--- src/rtl/alu_cmd_issuer.sv ---
// Initiator for a combinational ALU: buffers commands in a FIFO, drives one
// command per DRIVE cycle, and returns the captured result over valid/ready.
module alu_cmd_issuer #(
    parameter int              DATA_W     = 32,
    parameter int              OP_W       = 5,
    parameter int              FIFO_DEPTH = 4,
    parameter logic [OP_W-1:0] MAX_OP     = 5'b01100,
    parameter int              OVF_W      = 16
) (
    input  logic              clk,
    input  logic              rst_n,
    input  logic              cmd_valid,
    output logic              cmd_ready,
    input  logic [OP_W-1:0]   cmd_op,
    input  logic [DATA_W-1:0] cmd_src1,
    input  logic [DATA_W-1:0] cmd_src2,
    output logic              res_valid,
    input  logic              res_ready,
    output logic [DATA_W-1:0] res_data,
    output logic              res_overflow,
    output logic              res_illegal,
    output logic              alu_enable,
    output logic [OP_W-1:0]   alu_op,
    output logic [DATA_W-1:0] alu_src1,
    output logic [DATA_W-1:0] alu_src2,
    input  logic [DATA_W-1:0] alu_out,
    input  logic              alu_overflow,
    input  logic              ovf_clr,
    output logic [OVF_W-1:0]  ovf_count,
    output logic              busy
);
    localparam int AW = $clog2(FIFO_DEPTH);

    typedef struct packed {
        logic [OP_W-1:0]   op;
        logic [DATA_W-1:0] src1;
        logic [DATA_W-1:0] src2;
    } cmd_t;

    typedef enum logic [1:0] {IDLE, DRIVE, RESULT} state_t;

    state_t      state, state_nxt;
    cmd_t        fifo_mem [FIFO_DEPTH];
    cmd_t        cmd_in, head;
    logic [AW:0] wr_ptr, rd_ptr;
    logic        fifo_empty, fifo_full, push, pop, capture, release_res;
    logic        head_legal, cur_illegal;

    assign cmd_in     = '{op: cmd_op, src1: cmd_src1, src2: cmd_src2};
    assign head       = fifo_mem[rd_ptr[AW-1:0]];
    assign head_legal = (head.op <= MAX_OP);

    // Extra pointer MSB distinguishes full from empty when the indices match.
    assign fifo_empty = (wr_ptr == rd_ptr);
    assign fifo_full  = (wr_ptr[AW] != rd_ptr[AW]) && (wr_ptr[AW-1:0] == rd_ptr[AW-1:0]);
    assign cmd_ready  = !fifo_full;
    assign push       = cmd_valid && !fifo_full;
    assign busy       = (state != IDLE) || !fifo_empty;

    always_ff @(posedge clk) begin
        if (push) fifo_mem[wr_ptr[AW-1:0]] <= cmd_in;
    end

    always_ff @(posedge clk or negedge rst_n) begin
        if (!rst_n) begin
            wr_ptr <= '0;
            rd_ptr <= '0;
        end else begin
            if (push) wr_ptr <= wr_ptr + 1'b1;
            if (pop)  rd_ptr <= rd_ptr + 1'b1;
        end
    end

    always_ff @(posedge clk or negedge rst_n) begin
        if (!rst_n) state <= IDLE;
        else        state <= state_nxt;
    end

    always_comb begin
        state_nxt   = state;
        pop         = 1'b0;
        capture     = 1'b0;
        release_res = 1'b0;
        case (state)
            IDLE: begin
                if (!fifo_empty) begin
                    pop       = 1'b1;
                    state_nxt = DRIVE;
                end
            end
            DRIVE: begin
                capture   = 1'b1;
                state_nxt = RESULT;
            end
            RESULT: begin
                if (res_ready) begin
                    release_res = 1'b1;
                    if (!fifo_empty) begin
                        pop       = 1'b1;
                        state_nxt = DRIVE;
                    end else begin
                        state_nxt = IDLE;
                    end
                end
            end
            default: state_nxt = IDLE;
        endcase
    end

    // ALU operands hold between commands; only the enable is pulsed.
    always_ff @(posedge clk or negedge rst_n) begin
        if (!rst_n) begin
            alu_enable  <= 1'b0;
            alu_op      <= '0;
            alu_src1    <= '0;
            alu_src2    <= '0;
            cur_illegal <= 1'b0;
        end else if (pop) begin
            alu_enable  <= head_legal;
            alu_op      <= head.op;
            alu_src1    <= head.src1;
            alu_src2    <= head.src2;
            cur_illegal <= !head_legal;
        end else if (capture) begin
            alu_enable  <= 1'b0;
        end
    end

    always_ff @(posedge clk or negedge rst_n) begin
        if (!rst_n) begin
            res_valid    <= 1'b0;
            res_data     <= '0;
            res_overflow <= 1'b0;
            res_illegal  <= 1'b0;
        end else if (capture) begin
            res_valid    <= 1'b1;
            res_data     <= cur_illegal ? '0 : alu_out;
            res_overflow <= !cur_illegal && alu_overflow;
            res_illegal  <= cur_illegal;
        end else if (release_res) begin
            res_valid    <= 1'b0;
        end
    end

    always_ff @(posedge clk or negedge rst_n) begin
        if (!rst_n) begin
            ovf_count <= '0;
        end else if (ovf_clr) begin
            ovf_count <= '0;
        end else if (capture && !cur_illegal && alu_overflow && (ovf_count != '1)) begin
            ovf_count <= ovf_count + 1'b1;
        end
    end
endmodule

--- config.mk ---
export PLATFORM = sky130hd
export DESIGN_NAME = alu_cmd_issuer
export DESIGN_NICKNAME = d
export VERILOG_FILES = /design/src/rtl/alu_cmd_issuer.sv
export SDC_FILE = /design/constraint.sdc
export NUM_CORES = 1
export LEC_CHECK = 0
export BUFFER_PORTS_ARGS = -buffer_cell sky130_fd_sc_hd__clkbuf_2
export CAP_MARGIN = 10
export CORE_MARGIN = 1
export CORE_UTILIZATION = 63
export CTS_BUF_LIST = sky130_fd_sc_hd__clkbuf_2 sky130_fd_sc_hd__clkbuf_4 sky130_fd_sc_hd__clkbuf_8
export CTS_CLUSTER_DIAMETER = 50
export DETAILED_ROUTE_END_ITERATION = 16
export PLACE_DENSITY = 0.94
export SYNTH_ARGS = -nofsm -noshare
export SYNTH_HDL_FRONTEND = slang
export SYNTH_SLANG_ARGS = --single-unit
--- constraint.sdc ---
create_clock -name clk -period 8.8 [get_ports clk]
set_input_delay 0 -clock clk [delete_from_list [all_inputs] [get_ports clk]]
set_output_delay 0 -clock clk [all_outputs]
set_load 0.1 [all_outputs]
==> results.md, run 1 <==
Timing:
- The sum of negative setup slack is 0 ps.
- The count of final max-slew check failures is 0.
- The time the final worst path needs with I/O delays and setup is 3498 ps.
- Across all hold checks on the routed design, the worst slack comes to ~46 ps.
- The number of hold violations in the final report is 0.
- The number of setup violations in the final report is 0.
- The part of the cycle the worst path needs is 39.75%.
- The maximum clock skew at final layout is 23.85 ps.
- The worst pin sits at a relative slew slack of 23.11%.
- The transition time at the pin with the least slew margin is 1145 ps.
- Setup repair after global routing left no endpoint under its margin.
- The achievable clock frequency is 285.9 MHz.

Die:
- The count of pins on the block boundary is 230.
- The core region area is 24250 um^2.
- The area of the die is 25220 um^2.
- The initial utilization of the core area, before any placement, comes to 63.90%.
- The die extent in y is 158.8 um.
- From left edge to right edge, the die measures 158.8 um.
- Row generation in the floorplan step produced 57 rows.

Clock tree:
- After clock tree synthesis, the clock-pin slew on the worst setup and hold paths is 70 ps.
- The master cell of the clock root buffer is sky130_fd_sc_hd__clkbuf_8.
- The number of buffers inserted to repair setup after CTS is 0.
- The clock latency on the worst-skew pair is 600 ps.
- In this run, post-CTS hold repair placed around 110 buffers.
- The TritonCTS clock tree is yes.
- The H-tree depth is 2.
- The maximum count of clock buffers along a single path is 3.
- Counting the buffers created by CTS gives 59.
- The total clock sinks is 406.
- After clock tree synthesis, the repair step resized 0 gates.

Synth:
- The biggest area contributor in the post-synthesis netlist is sky130_fd_sc_hd__edfxtp_1.
- In this run, distinct cell masters in the synthesized netlist total 40.
- The synthesized area is 15490 um^2.
- The Yosys warning count is 0.
- Of the post-synthesis cell area, the dominant cell type holds a little over half.
- The net count after synthesis is about 930.
- The register area share after synthesis is 74.49%.
- The synthesized design contains 406 register bits.
- The synthesized netlist cell count is 815.
- Yosys attributes the largest share of cell area to sky130_fd_sc_hd__edfxtp_1, sky130_fd_sc_hd__dfrtp_1, sky130_fd_sc_hd__mux4_2, sky130_fd_sc_hd__mux2_2, sky130_fd_sc_hd__mux2_1.
- The mean cell area of the mapped netlist is about 19 um^2.

Worst setup path:
- The cell with the biggest individual delay on the critical path is sky130_fd_sc_hd__dfrtp_4.
- Data arrives at the worst endpoint at 3710 ps.
- The critical setup path kind is register to register.
- The largest single stage delay on the critical path is ~1200 ps.
- In this run the critical register-to-register path is launched from rd_ptr[1].
- The setup check on the worst reg-to-reg path leaves a slack of ~5300 ps.
- Traced cell by cell, the critical path runs through xnor2_1, a31oi_1, and2_4.
- STA classifies the critical path startpoint as a register.
- The kind of end point of the critical path is a register.
- The worst register-to-register path has a depth of 3.
- For the worst setup path, the data required time is around 9000 ps.
- The end of the worst register-to-register path is fifo_mem[3][20].
- Of all nets on the critical path, the largest fanout is 72.

Global route:
- Global routing used 27.58% of the available tracks.
- The overflow left after global routing is 0.
- The largest net degree at the start of global routing is 86.
- The via count of the first global-routing pass is 9323.
- The initial antenna violation count is 2.
- The first global-routing pass estimated 52.31 mm of wire.

Layout:
- The post-route netlist has between 30 and 40% of its cells at a drive strength greater than 1.
- The most frequent standard cell in the layout excluding fill and tap cells is sky130_fd_sc_hd__edfxtp_1.
- The finished layout cell area is roughly 19000 um^2.
- The area overhead of the layout relative to synthesis is 24.39%.
- In the layout the commonest cells are sky130_fd_sc_hd__edfxtp_1, sky130_fd_sc_hd__clkbuf_2, sky130_fd_sc_hd__dfrtp_1.
- The final layout contains 1287 nets.

Drt:
- The first routing iteration left 835 violations.
- Summing over every cut layer, the via total after detailed routing is 8842.
- Once detail routing completed, the nets flagged for antenna violations numbered 0.
- The number of remaining DRC errors is 0.
- The ratio of routed vias to standard cells is 5.701.
- The routed design has 34.15 mm of wire.
- The routed length per instance is 22.02 um.
- The number of search-and-repair iterations in the first detailed-routing pass is 5.

Hold path:
- The path class of the tightest hold or removal check is input port to async pin.

Place:
- Summing all placed instances gives a cell area of 16870 um^2.
- Summed over all nets, the half-perimeter wirelength after detailed placement is 18.39 mm.
- During placement, the flow inserted port buffers numbering between 200 and 250.
- Routability-driven placement finished with a final weighted congestion of 0.8659.

Outcome:
- The flow ran to the end, and the final reports show no timing, DRC or antenna violations.

Run:
- The number of max-cap violations is 0.
[synthesized netlist by cell type]
cell type,n
sky130_fd_sc_hd__nand2_1,42
sky130_fd_sc_hd__mux2_2,54
sky130_fd_sc_hd__mux2_1,30
sky130_fd_sc_hd__a21boi_0,1
sky130_fd_sc_hd__a21oi_1,9
sky130_fd_sc_hd__nand4_1,8
sky130_fd_sc_hd__mux4_2,69
sky130_fd_sc_hd__edfxtp_1,276
sky130_fd_sc_hd__nand2b_1,35
sky130_fd_sc_hd__ha_1,6
sky130_fd_sc_hd__nand3_1,3
sky130_fd_sc_hd__a31oi_1,2
sky130_fd_sc_hd__o21bai_1,1
sky130_fd_sc_hd__nor2b_1,13
sky130_fd_sc_hd__nor3_1,2
sky130_fd_sc_hd__dfrtp_1,130
sky130_fd_sc_hd__inv_1,7
sky130_fd_sc_hd__mux2i_1,1
sky130_fd_sc_hd__buf_2,14
sky130_fd_sc_hd__a21o_1,1
sky130_fd_sc_hd__o21ai_0,36
sky130_fd_sc_hd__clkbuf_1,20
sky130_fd_sc_hd__nor2_1,17
sky130_fd_sc_hd__and3b_1,1
sky130_fd_sc_hd__or3_1,1
sky130_fd_sc_hd__nor4bb_1,1
sky130_fd_sc_hd__xor2_1,3
sky130_fd_sc_hd__a211oi_1,1
sky130_fd_sc_hd__o211ai_1,1
sky130_fd_sc_hd__buf_8,4
sky130_fd_sc_hd__a2111oi_2,1
sky130_fd_sc_hd__nor4_1,3
sky130_fd_sc_hd__xnor2_1,5
sky130_fd_sc_hd__o31ai_1,1
sky130_fd_sc_hd__and3_1,6
sky130_fd_sc_hd__a311oi_2,1
sky130_fd_sc_hd__buf_6,3
sky130_fd_sc_hd__nor4b_1,1
sky130_fd_sc_hd__nor3b_1,1
sky130_fd_sc_hd__and2_1,4
[worst max-delay path, delay by kind of cell (launching register included)]
kind,cells,cell delay [ps]
flip-flops,1,1150
AND/OR/NAND/NOR,1,950
XOR/XNOR,1,340
AO/OA/AOI/OAI,1,600
[worst max-delay path by stage]
| stage | start | endpoint | slack (ps) | cells after the start |
|---|---|---|---|---|
| after global placement | rd_ptr[1] | fifo_mem[3][38] | 5440 | 3 |
| after floorplan | rd_ptr[1] | fifo_mem[3][0] | 5560 | 4 |
| after detailed placement | rd_ptr[1] | fifo_mem[3][37] | 5340 | 3 |
| final | rd_ptr[1] | fifo_mem[3][20] | 5300 | 3 |
| after global routing | rd_ptr[1] | fifo_mem[3][65] | 5120 | 3 |
| after CTS | rd_ptr[1] | fifo_mem[3][38] | 5320 | 3 |
[logic make-up after synthesis]
group	Yosys count	share of synthesized area, %
DFF	406	74.49
muxes	154	16.20
xor gates and xnor gates	8	0.4523
buffers and inverters	48	1.712
and+or+nand+nor	138	4.644
AOI/OAI and AO/OA	55	2.019
adders and majority gates	6	0.4845
[cell type report]
class | instances | area, um^2
sequential | 406 | 11550
fill | 1175 | 4976
multi-input combinational | 361 | 3711
timing repair buffer | 339 | 2243
clock buffer | 94 | 1181
tap | 324 | 405.4
clock inverter | 18 | 151.4
inverter | 7 | 26.28
antenna | 2 | 5.005
[flip-flops by register name, summed over array words and instances (netlist names)]
name	cells
fifo_mem	276
alu_src1	32
alu_src2	32
res_data	32
ovf_count	16
alu_op	5
rd_ptr	3
wr_ptr	3
state	2
alu_enable	1
cur_illegal	1
res_illegal	1
res_overflow	1
res_valid	1
[metrics by stage]
stage               worst slack [ps]  instances  util, %
floorplan                       5564        815        -
global placement                5436       1331    69.59
detailed placement              5341       1331    69.59
CTS                             5321       1549    79.46
global route                    5119       1550    79.47
finish                          5302       1551    79.48
[per-layer routing]
layer | GRT usage, % | wire, um | vias up
li1 | - | - | 3878
met1 | 35.00 | 13110 | 4477
met2 | 46.97 | 17660 | 413
met3 | 5.669 | 2374 | 74
met4 | 10.90 | 1001 | 0
met5 | 0 | 0 | -
Power of run 1 is not shown: default switching activity piles up to over one toggle a cycle in this logic, so the estimate is an artifact.
==> run 2: changes to the inputs <==
--- a/config.mk
+++ b/config.mk
@@ -8,11 +8,11 @@
 export BUFFER_PORTS_ARGS = -buffer_cell sky130_fd_sc_hd__clkbuf_2
 export CAP_MARGIN = 10
 export CORE_MARGIN = 1
-export CORE_UTILIZATION = 63
+export CORE_UTILIZATION = 59
 export CTS_BUF_LIST = sky130_fd_sc_hd__clkbuf_2 sky130_fd_sc_hd__clkbuf_4 sky130_fd_sc_hd__clkbuf_8
 export CTS_CLUSTER_DIAMETER = 50
 export DETAILED_ROUTE_END_ITERATION = 16
-export PLACE_DENSITY = 0.94
+export PLACE_DENSITY = 0.89
 export SYNTH_ARGS = -nofsm -noshare
 export SYNTH_HDL_FRONTEND = slang
 export SYNTH_SLANG_ARGS = --single-unit
==> constraint.sdc (replaced) <==
create_clock -name clk -period 3.45 [get_ports clk]
set_input_delay 0 -clock clk [delete_from_list [all_inputs] [get_ports clk]]
set_output_delay 0 -clock clk [all_outputs]
set_load 0.1 [all_outputs]
==> results.md, run 2 (synthesis gave the netlist of run 1 again) <==
Outcome:
- Outcome: finished, final reports clean (unchanged).

Clock tree:
- The master cell of the clock root buffer is sky130_fd_sc_hd__clkbuf_8 (unchanged).
- The clock buffer count from CTS came to 66 (was 59).
- The CTS clock-pin slew for the worst setup and hold paths is 60 ps (was 70 ps).
- The total clock sinks is 406 (unchanged).
- The TritonCTS clock tree is yes (unchanged).
- The clock latency on the worst-skew pair is 590 ps (was 600 ps).
- The H-tree depth is 3 (was 2).
- The maximum count of clock buffers along a single path is 3 (unchanged).

Worst setup path:
- The required time reported for the critical path endpoint is 3700 ps (was 9010 ps).
- The kind of start point of the critical path is a register (unchanged).
- The worst-path maximum fanout is 37 (was 72).
- The arrival time of the worst setup path is 2780 ps (was 3710 ps).
- The critical path launch point is rd_ptr[1] (unchanged).
- The slack of the worst reg-to-reg path is 930 ps (was 5300 ps).
- The startpoint of the worst-slack reg-to-reg timing path is rd_ptr[1] (unchanged).
- The kind of end point of the critical path is a register (unchanged).
- The critical setup path kind is register to register (unchanged).

Global route:
- The wire length of the first global-routing pass is 50.69 mm (was 52.31 mm).
- The initial antenna violation count was 4 (was 2).
- The largest net degree at the start of global routing is 80 (was 86).
- The overflow left after global routing is 0 (unchanged).
- The all-layer global routing usage is 25.50% (was 27.58%).
- The via count of the first global-routing pass was 9238 (was 9323).

Run:
- The number of max-cap violations is 0 (unchanged).

Layout:
- The area of the multi-input gates is 3711 um^2 (unchanged).
- The most frequent standard cell in the layout excluding fill and tap cells is sky130_fd_sc_hd__edfxtp_1 (unchanged).
- The layout net count is 1304 (was 1287).
- The fraction of final layout cells sized beyond drive strength 1 is 39.71% (was 38.69%).
- The area overhead of the layout relative to synthesis is 25.67% (was 24.39%).
- The area occupied by registers came to 11550 um^2 (unchanged).
- The filler cell count in the final layout was 1389 (was 1175).
- Top library cells by usage in the layout, fill and taps aside: sky130_fd_sc_hd__edfxtp_1, sky130_fd_sc_hd__clkbuf_2, sky130_fd_sc_hd__dfrtp_1 (unchanged).
- The flip-flop count of the largest register after layout is 276 (unchanged).

Die:
- The core region area is 25470 um^2 (was 24250 um^2).
- The die extent in y came to 164.1 um (was 158.8 um).
- The area of the die was 26910 um^2 (was 25220 um^2).
- The count of pins on the block boundary was 230 (unchanged).
- The initial core utilization is 60.83% (was 63.90%).
- The number of standard-cell rows in the floorplan is 58 (was 57).
- The overall die width is 164.1 um (was 158.8 um).

Drt:
- The top routing layer in use is met4 (unchanged).
- The length of routed met3 wiring is 2.556 mm (was 2.374 mm).
- The number of search-and-repair iterations in the first detailed-routing pass was 5 (unchanged).
- The number of remaining DRC errors is 0 (unchanged).
- The length of routed wiring on met1 came to 12.80 mm (was 13.11 mm).
- The first-iteration detailed-routing DRC count is 854 (was 835).
- The final routed wirelength across all metal layers was 33.16 mm (was 34.15 mm).
- The via count of the routed design was 8763 (was 8842).
- The detailed route wirelength on metal2 is 17.17 mm (was 17.66 mm).
- The ratio of routed vias to standard cells is 5.553 (was 5.701).
- The routed length per instance is 21.01 um (was 22.02 um).
- The post-detailed-route count of antenna-violating nets was 0 (unchanged).

Timing:
- The number of setup violations in the final report came to 0 (unchanged).
- The time the final worst path needs with I/O delays and setup was 2523 ps (was 3498 ps).
- The sum of negative setup slack is 0 ps (unchanged).
- The remaining max-slew budget at the tightest pin is 29.49% (was 23.11%).
- The count of final max-slew check failures came to 0 (unchanged).
- The achievable clock frequency is 396.4 MHz (was 285.9 MHz).
- The transition time at the pin with the least slew margin was 1058 ps (was 1145 ps).
- Unrepaired setup endpoints after global routing: no (unchanged).
- The part of the cycle the worst path needs is 73.12% (was 39.75%).
- The number of hold violations in the final report is 0 (unchanged).
- The maximum clock skew at final layout is 27.15 ps (was 23.85 ps).

Place:
- The final weighted congestion in routability-driven placement is 0.8031 (was 0.8659).
- The number of I/O port buffers came to 229 (unchanged).
- The HPWL reported at the end of detailed placement is 18.96 mm (was 18.39 mm).

Hold path:
- The worst min-delay path category is input port to async pin (unchanged).
-- run 2: cell count changes in the layout (fill, tap and decap cells not counted), sizes merged --
cell / delta
clkinv: -2
clkbuf: +8
buf: +10
clkinvlp: +4
bufinv: -1
diode: +2
-- run 2: per-layer routing --
layer	up-vias	global-route usage, %
met5	-	0
met4	0	8.039
met3	59	7.399
met2	324	43.78
met1	4459	31.31
li1	3921	-
-- run 2: final timing paths --
check	end	cells after the start
worst min-delay path	ovf_count[13]	2
max in group asynchronous	res_data[24]	3
min in group clk	fifo_mem[0][44]	2
worst max register to register	fifo_mem[3][6]	4
worst max-delay path	fifo_mem[3][6]	4
worst min register to register	alu_src1[24]	1
-- run 2: repair_timing --
| action | in CTS | in global routing |
|---|---|---|
| setup buffers | 0 | 0 |
| hold endpoints to repair | 392 | 0 |
| hold buffers | 106 | 0 |
| resized for setup | 0 | 0 |
-- run 2: area by class of cell --
cell class / instances / area share, %
Multi-Input combinational cell: 361 / 19.06
Timing Repair Buffer: 349 / 12.29
Clock buffer: 102 / 6.310
Sequential cell: 406 / 59.31
Antenna cell: 4 / 0.05141
Clock inverter: 19 / 0.7197
Tap cell: 330 / 2.121
Inverter: 7 / 0.1349
-- run 2: metrics by stage --
stage | hold slack [ps] | util [%] | worst slack (ps) | std cells | instance area (um^2)
2_1_floorplan | -295.6 | - | 213.5 | 815 | 15490
3_3_place_gp | 118.4 | 66.86 | 1009 | 1347 | 17030
3_5_place_dp | 120.3 | 66.86 | 914.4 | 1347 | 17030
4_1_cts | 73.42 | 76.40 | 914.5 | 1574 | 19460
5_1_grt | 109.6 | 76.44 | 797.7 | 1578 | 19470
6_report | 13.36 | 76.44 | 927.3 | 1578 | 19470
-- run 2: worst max-delay path, cell delays in order (launching register included) --
cell and delay [ps]:
sky130_fd_sc_hd__dfrtp_4 470, sky130_fd_sc_hd__xnor2_1 230, sky130_fd_sc_hd__a31oi_1 540, sky130_fd_sc_hd__and2_4 610, sky130_fd_sc_hd__buf_12 310
Power of run 2 is left out for the same reason.
==> run 3: changes to the inputs <==
--- a/config.mk
+++ b/config.mk
@@ -5,6 +5,7 @@
 export SDC_FILE = /design/constraint.sdc
 export NUM_CORES = 1
 export LEC_CHECK = 0
+export ABC_AREA = 1
 export BUFFER_PORTS_ARGS = -buffer_cell sky130_fd_sc_hd__clkbuf_2
 export CAP_MARGIN = 10
 export CORE_MARGIN = 1
==> constraint.sdc (replaced) <==
create_clock -name clk -period 2.48 [get_ports clk]
set_input_delay 0 -clock clk [delete_from_list [all_inputs] [get_ports clk]]
set_output_delay 0 -clock clk [all_outputs]
set_load 0.1 [all_outputs]
==> results.md, run 3 <==
Die:
- The initial core utilization is 60.01% (was 60.83%).
- The count of pins on the block boundary is 230 (unchanged).
- The die extent in y is 164.6 um (was 164.1 um).
- The area of the die came to 27080 um^2 (was 26910 um^2).
- The overall die width is 164.6 um (was 164.1 um).
- The core region area is 25980 um^2 (was 25470 um^2).
- The number of standard-cell rows in the floorplan is 59 (was 58).

Global route:
- The initial antenna violation count is 1 (was 4).
- The wire length of the first global-routing pass is 58.26 mm (was 50.69 mm).
- The via count of the first global-routing pass is 11390 (was 9238).
- The overflow left after global routing was 0 (unchanged).
- The largest net degree at the start of global routing came to 140 (was 80).
- The all-layer global routing usage is 28.35% (was 25.50%).

Drt:
- The first-iteration detailed-routing DRC count was 1158 (was 854).
- The ratio of routed vias to standard cells is 5.608 (was 5.553).
- The post-detailed-route count of antenna-violating nets is 0 (unchanged).
- The number of remaining DRC errors is 0 (unchanged).
- The via count of the routed design is 11270 (was 8763).
- The routed length per instance was 19.18 um (was 21.01 um).
- The final routed wirelength across all metal layers is 38.54 mm (was 33.16 mm).
- The number of search-and-repair iterations in the first detailed-routing pass is 7 (was 5).

Worst setup path:
- The total buffers and inverters traversed by the critical path came to 2 (was 1).
- The worst reg2reg path depth is 8 (was 4).
- The end of the worst register-to-register path is rd_ptr[2] (was fifo_mem[3][6]).
- The required time reported for the critical path endpoint is 2930 ps (was 3700 ps).
- The delay contributed by the slowest stage of the critical path is 530 ps (was 610 ps).
- The worst-path maximum fanout is 37 (unchanged).
- Cells traversed along the worst timing path: nand2_1, nand2_1, nand3_1, nand2_4, inv_2, buf_12, nand2_1, xor2_1 (was xnor2_1, a31oi_1, and2_4, buf_12).
- In this design, the critical path's most frequently occurring cell is sky130_fd_sc_hd__nand2_1.
- The cell with the biggest individual delay on the critical path is sky130_fd_sc_hd__inv_2 (was sky130_fd_sc_hd__and2_4).
- The critical setup path kind was register to register (unchanged).
- The kind of cell adding the most delay to the critical path is buffers and inverters (was simple AND/OR/NAND/NOR gates).
- The arrival time of the worst setup path is 2600 ps (was 2780 ps).
- The kind of end point of the critical path is a register (unchanged).
- The slack of the worst reg-to-reg path is 330 ps (was 930 ps).
- The kind of start point of the critical path is a register (unchanged).
- The startpoint of the worst-slack reg-to-reg timing path is rd_ptr[0] (was rd_ptr[1]).
- The number of logic stages on the critical path including buffering was 8 (was 4).

Outcome:
- Outcome: finished, final reports clean (unchanged).

Timing:
- The count of final max-slew check failures is 0 (unchanged).
- The achievable clock frequency is 464.8 MHz (was 396.4 MHz).
- The transition time at the pin with the least slew margin is 886.8 ps (was 1058 ps).
- The number of hold violations in the final report came to 0 (unchanged).
- The remaining max-slew budget at the tightest pin is 40.88% (was 29.49%).
- Unrepaired setup endpoints after global routing: no (unchanged).
- The time the final worst path needs with I/O delays and setup is 2151 ps (was 2523 ps).
- The number of setup violations in the final report came to 0 (unchanged).
- The sum of negative setup slack was 0 ps (unchanged).
- The maximum clock skew at final layout is 41.11 ps (was 27.15 ps).
- The part of the cycle the worst path needs came to 86.75% (was 73.12%).

Layout:
- The finished layout cell area came to 19660 um^2 (was 19470 um^2).
- The core utilization of the finished layout is 75.67% (was 76.44%).
- The filler-free cell count of the finished design came to 2009 (was 1578).
- The fraction of final layout cells sized beyond drive strength 1 came to 22.67% (was 39.71%).
- The layout net count was 1734 (was 1304).
- The flip-flop count of the largest register after layout is 276 (unchanged).
- The most frequent standard cell in the layout excluding fill and tap cells was sky130_fd_sc_hd__nand2_1 (was sky130_fd_sc_hd__edfxtp_1).
- Top library cells by usage in the layout, fill and taps aside: sky130_fd_sc_hd__nand2_1, sky130_fd_sc_hd__edfxtp_1, sky130_fd_sc_hd__clkbuf_2 (was sky130_fd_sc_hd__edfxtp_1, sky130_fd_sc_hd__clkbuf_2, sky130_fd_sc_hd__dfrtp_1).
- The area overhead of the layout relative to synthesis is 26.09% (was 25.67%).

Hold path:
- The worst min-delay path category is input port to register (was input port to async pin).
- The startpoint of the tightest hold check path is cmd_src1[14].
- The worst hold path terminates at fifo_mem[3][46].
- Along the worst hold path, the cell count comes to 2.

Clock tree:
- The total clock sinks is 406 (unchanged).
- The clock buffer count from CTS is 60 (was 66).
- The master cell of the clock root buffer is sky130_fd_sc_hd__clkbuf_8 (unchanged).
- The count of cells resized by post-cts repair is 0 (unchanged).
- The TritonCTS clock tree is yes (unchanged).
- The clock latency on the worst-skew pair was 600 ps (was 590 ps).
- The H-tree depth came to 2 (was 3).
- The maximum count of clock buffers along a single path is 3 (unchanged).
- The number of buffers inserted to repair setup after CTS is 0 (unchanged).
- The CTS clock-pin slew for the worst setup and hold paths is 60 ps (about the same).

Place:
- The final weighted congestion in routability-driven placement is 0.8864 (was 0.8031).
- The post-placement cell count is 1786 (was 1347).
- The number of I/O port buffers is 229 (unchanged).
- The HPWL reported at the end of detailed placement came to 21.26 mm (was 18.96 mm).
- The instance area at placement was 17130 um^2 (was 17030 um^2).

Synth:
- The number of synthesized register bits was 406 (unchanged).
- The Yosys warning count is 0 (unchanged).
- The number of library cell types mapped by synthesis is 28 (was 40).
- The area fraction of the dominant cell type after synthesis is 53.15% (was 53.49%).
- The share of synthesized registers carrying an async set or reset was 32.02% (unchanged).
- The most used flip-flop cell after synthesis is sky130_fd_sc_hd__edfxtp_1 (unchanged).
- The number of enable flip-flop cells after synthesis was 276 (unchanged).
- The synthesized netlist cell count is 1267 (was 815).
- Commonest cells post-synth: sky130_fd_sc_hd__nand2_1, sky130_fd_sc_hd__edfxtp_1, sky130_fd_sc_hd__nor2_1 (was sky130_fd_sc_hd__edfxtp_1, sky130_fd_sc_hd__dfrtp_1, sky130_fd_sc_hd__mux4_2).
- The library cell occupying the most area in the post-synthesis netlist is sky130_fd_sc_hd__edfxtp_1 (unchanged).
- Cell types occupying the most area after synthesis: sky130_fd_sc_hd__edfxtp_1, sky130_fd_sc_hd__dfrtp_1, sky130_fd_sc_hd__nand2_1, sky130_fd_sc_hd__nor2_1, sky130_fd_sc_hd__o21ai_0 (was sky130_fd_sc_hd__edfxtp_1, sky130_fd_sc_hd__dfrtp_1, sky130_fd_sc_hd__mux4_2, sky130_fd_sc_hd__mux2_2, sky130_fd_sc_hd__mux2_1).
- The most used standard cell by instance count after synthesis is sky130_fd_sc_hd__nand2_1 (was sky130_fd_sc_hd__edfxtp_1).
- The net count after synthesis is 1380 (was 928).
- The mean cell area of the mapped netlist is 12.31 um^2 (was 19.01 um^2).
- The synthesized area is 15590 um^2 (was 15490 um^2).
- The register area share after synthesis was 74.01% (was 74.49%).

Run:
- The number of max-cap violations is 0 (unchanged).
[run 3: cell families (layout without fill, tap and decap cells)]
| group | count (synthesis) | in the layout | synth area share (%) |
|---|---|---|---|
| XOR/XNOR | 9 | 9 | 0.5055 |
| buffers and inverters | 103 | 508 | 3.242 |
| other | 0 | 2 | 0 |
| AO/OA/AOI/OAI | 245 | 245 | 9.227 |
| adder cells (fa/ha/maj) | 6 | 6 | 0.4814 |
| flip-flops | 406 | 406 | 74.01 |
| AND/OR/NAND/NOR | 498 | 498 | 12.53 |
[run 3: final cells by class]
type	count	area, um^2
Antenna cell	2	5.005
Clock buffer	88	1142
Clock inverter	25	284.0
Fill cell	1509	6322
Inverter	34	132.6
Multi-Input combinational cell	758	3590
Sequential cell	406	11550
Tap cell	335	419.2
Timing Repair Buffer	361	2544
[run 3: stage by stage]
| step | hold slack, ps | worst slack, ps |
|---|---|---|
| after global routing | 140.2 | 228.3 |
| final | 157.6 | 328.7 |
| after floorplan | -295.6 | -746.5 |
| after global placement | -48.09 | 451.5 |
| after CTS | 134.6 | 343.0 |
| after detailed placement | -43.50 | 373.6 |
[run 3: per-layer routing]
| layer | track usage [%] | wire, um | up-vias |
|---|---|---|---|
| li1 | - | - | 5151 |
| met1 | 33.95 | 14580 | 5387 |
| met2 | 49.90 | 19530 | 631 |
| met3 | 5.701 | 3285 | 97 |
| met4 | 11.97 | 1143 | 0 |
| met5 | 0 | 0 | - |
[run 3: how the worst max path moves through the flow]
stage | startpoint | to | slack (ps)
global placement | rd_ptr[0] | rd_ptr[2] | 450
global route | wr_ptr[0] | rd_ptr[2] | 230
detailed placement | rd_ptr[0] | rd_ptr[2] | 370
finish | rd_ptr[0] | rd_ptr[2] | 330
floorplan | rd_ptr[1] | fifo_mem[3][0] | -750
CTS | rd_ptr[0] | rd_ptr[2] | 340
[run 3: what timing repair did]
| item | 4_1_cts | 5_1_grt |
|---|---|---|
| endpoints found under the setup margin | 0 | 0 |
| hold endpoints to repair | 474 | 0 |
| hold buffers | 108 | 0 |
Power of run 3 is left out for the same reason.
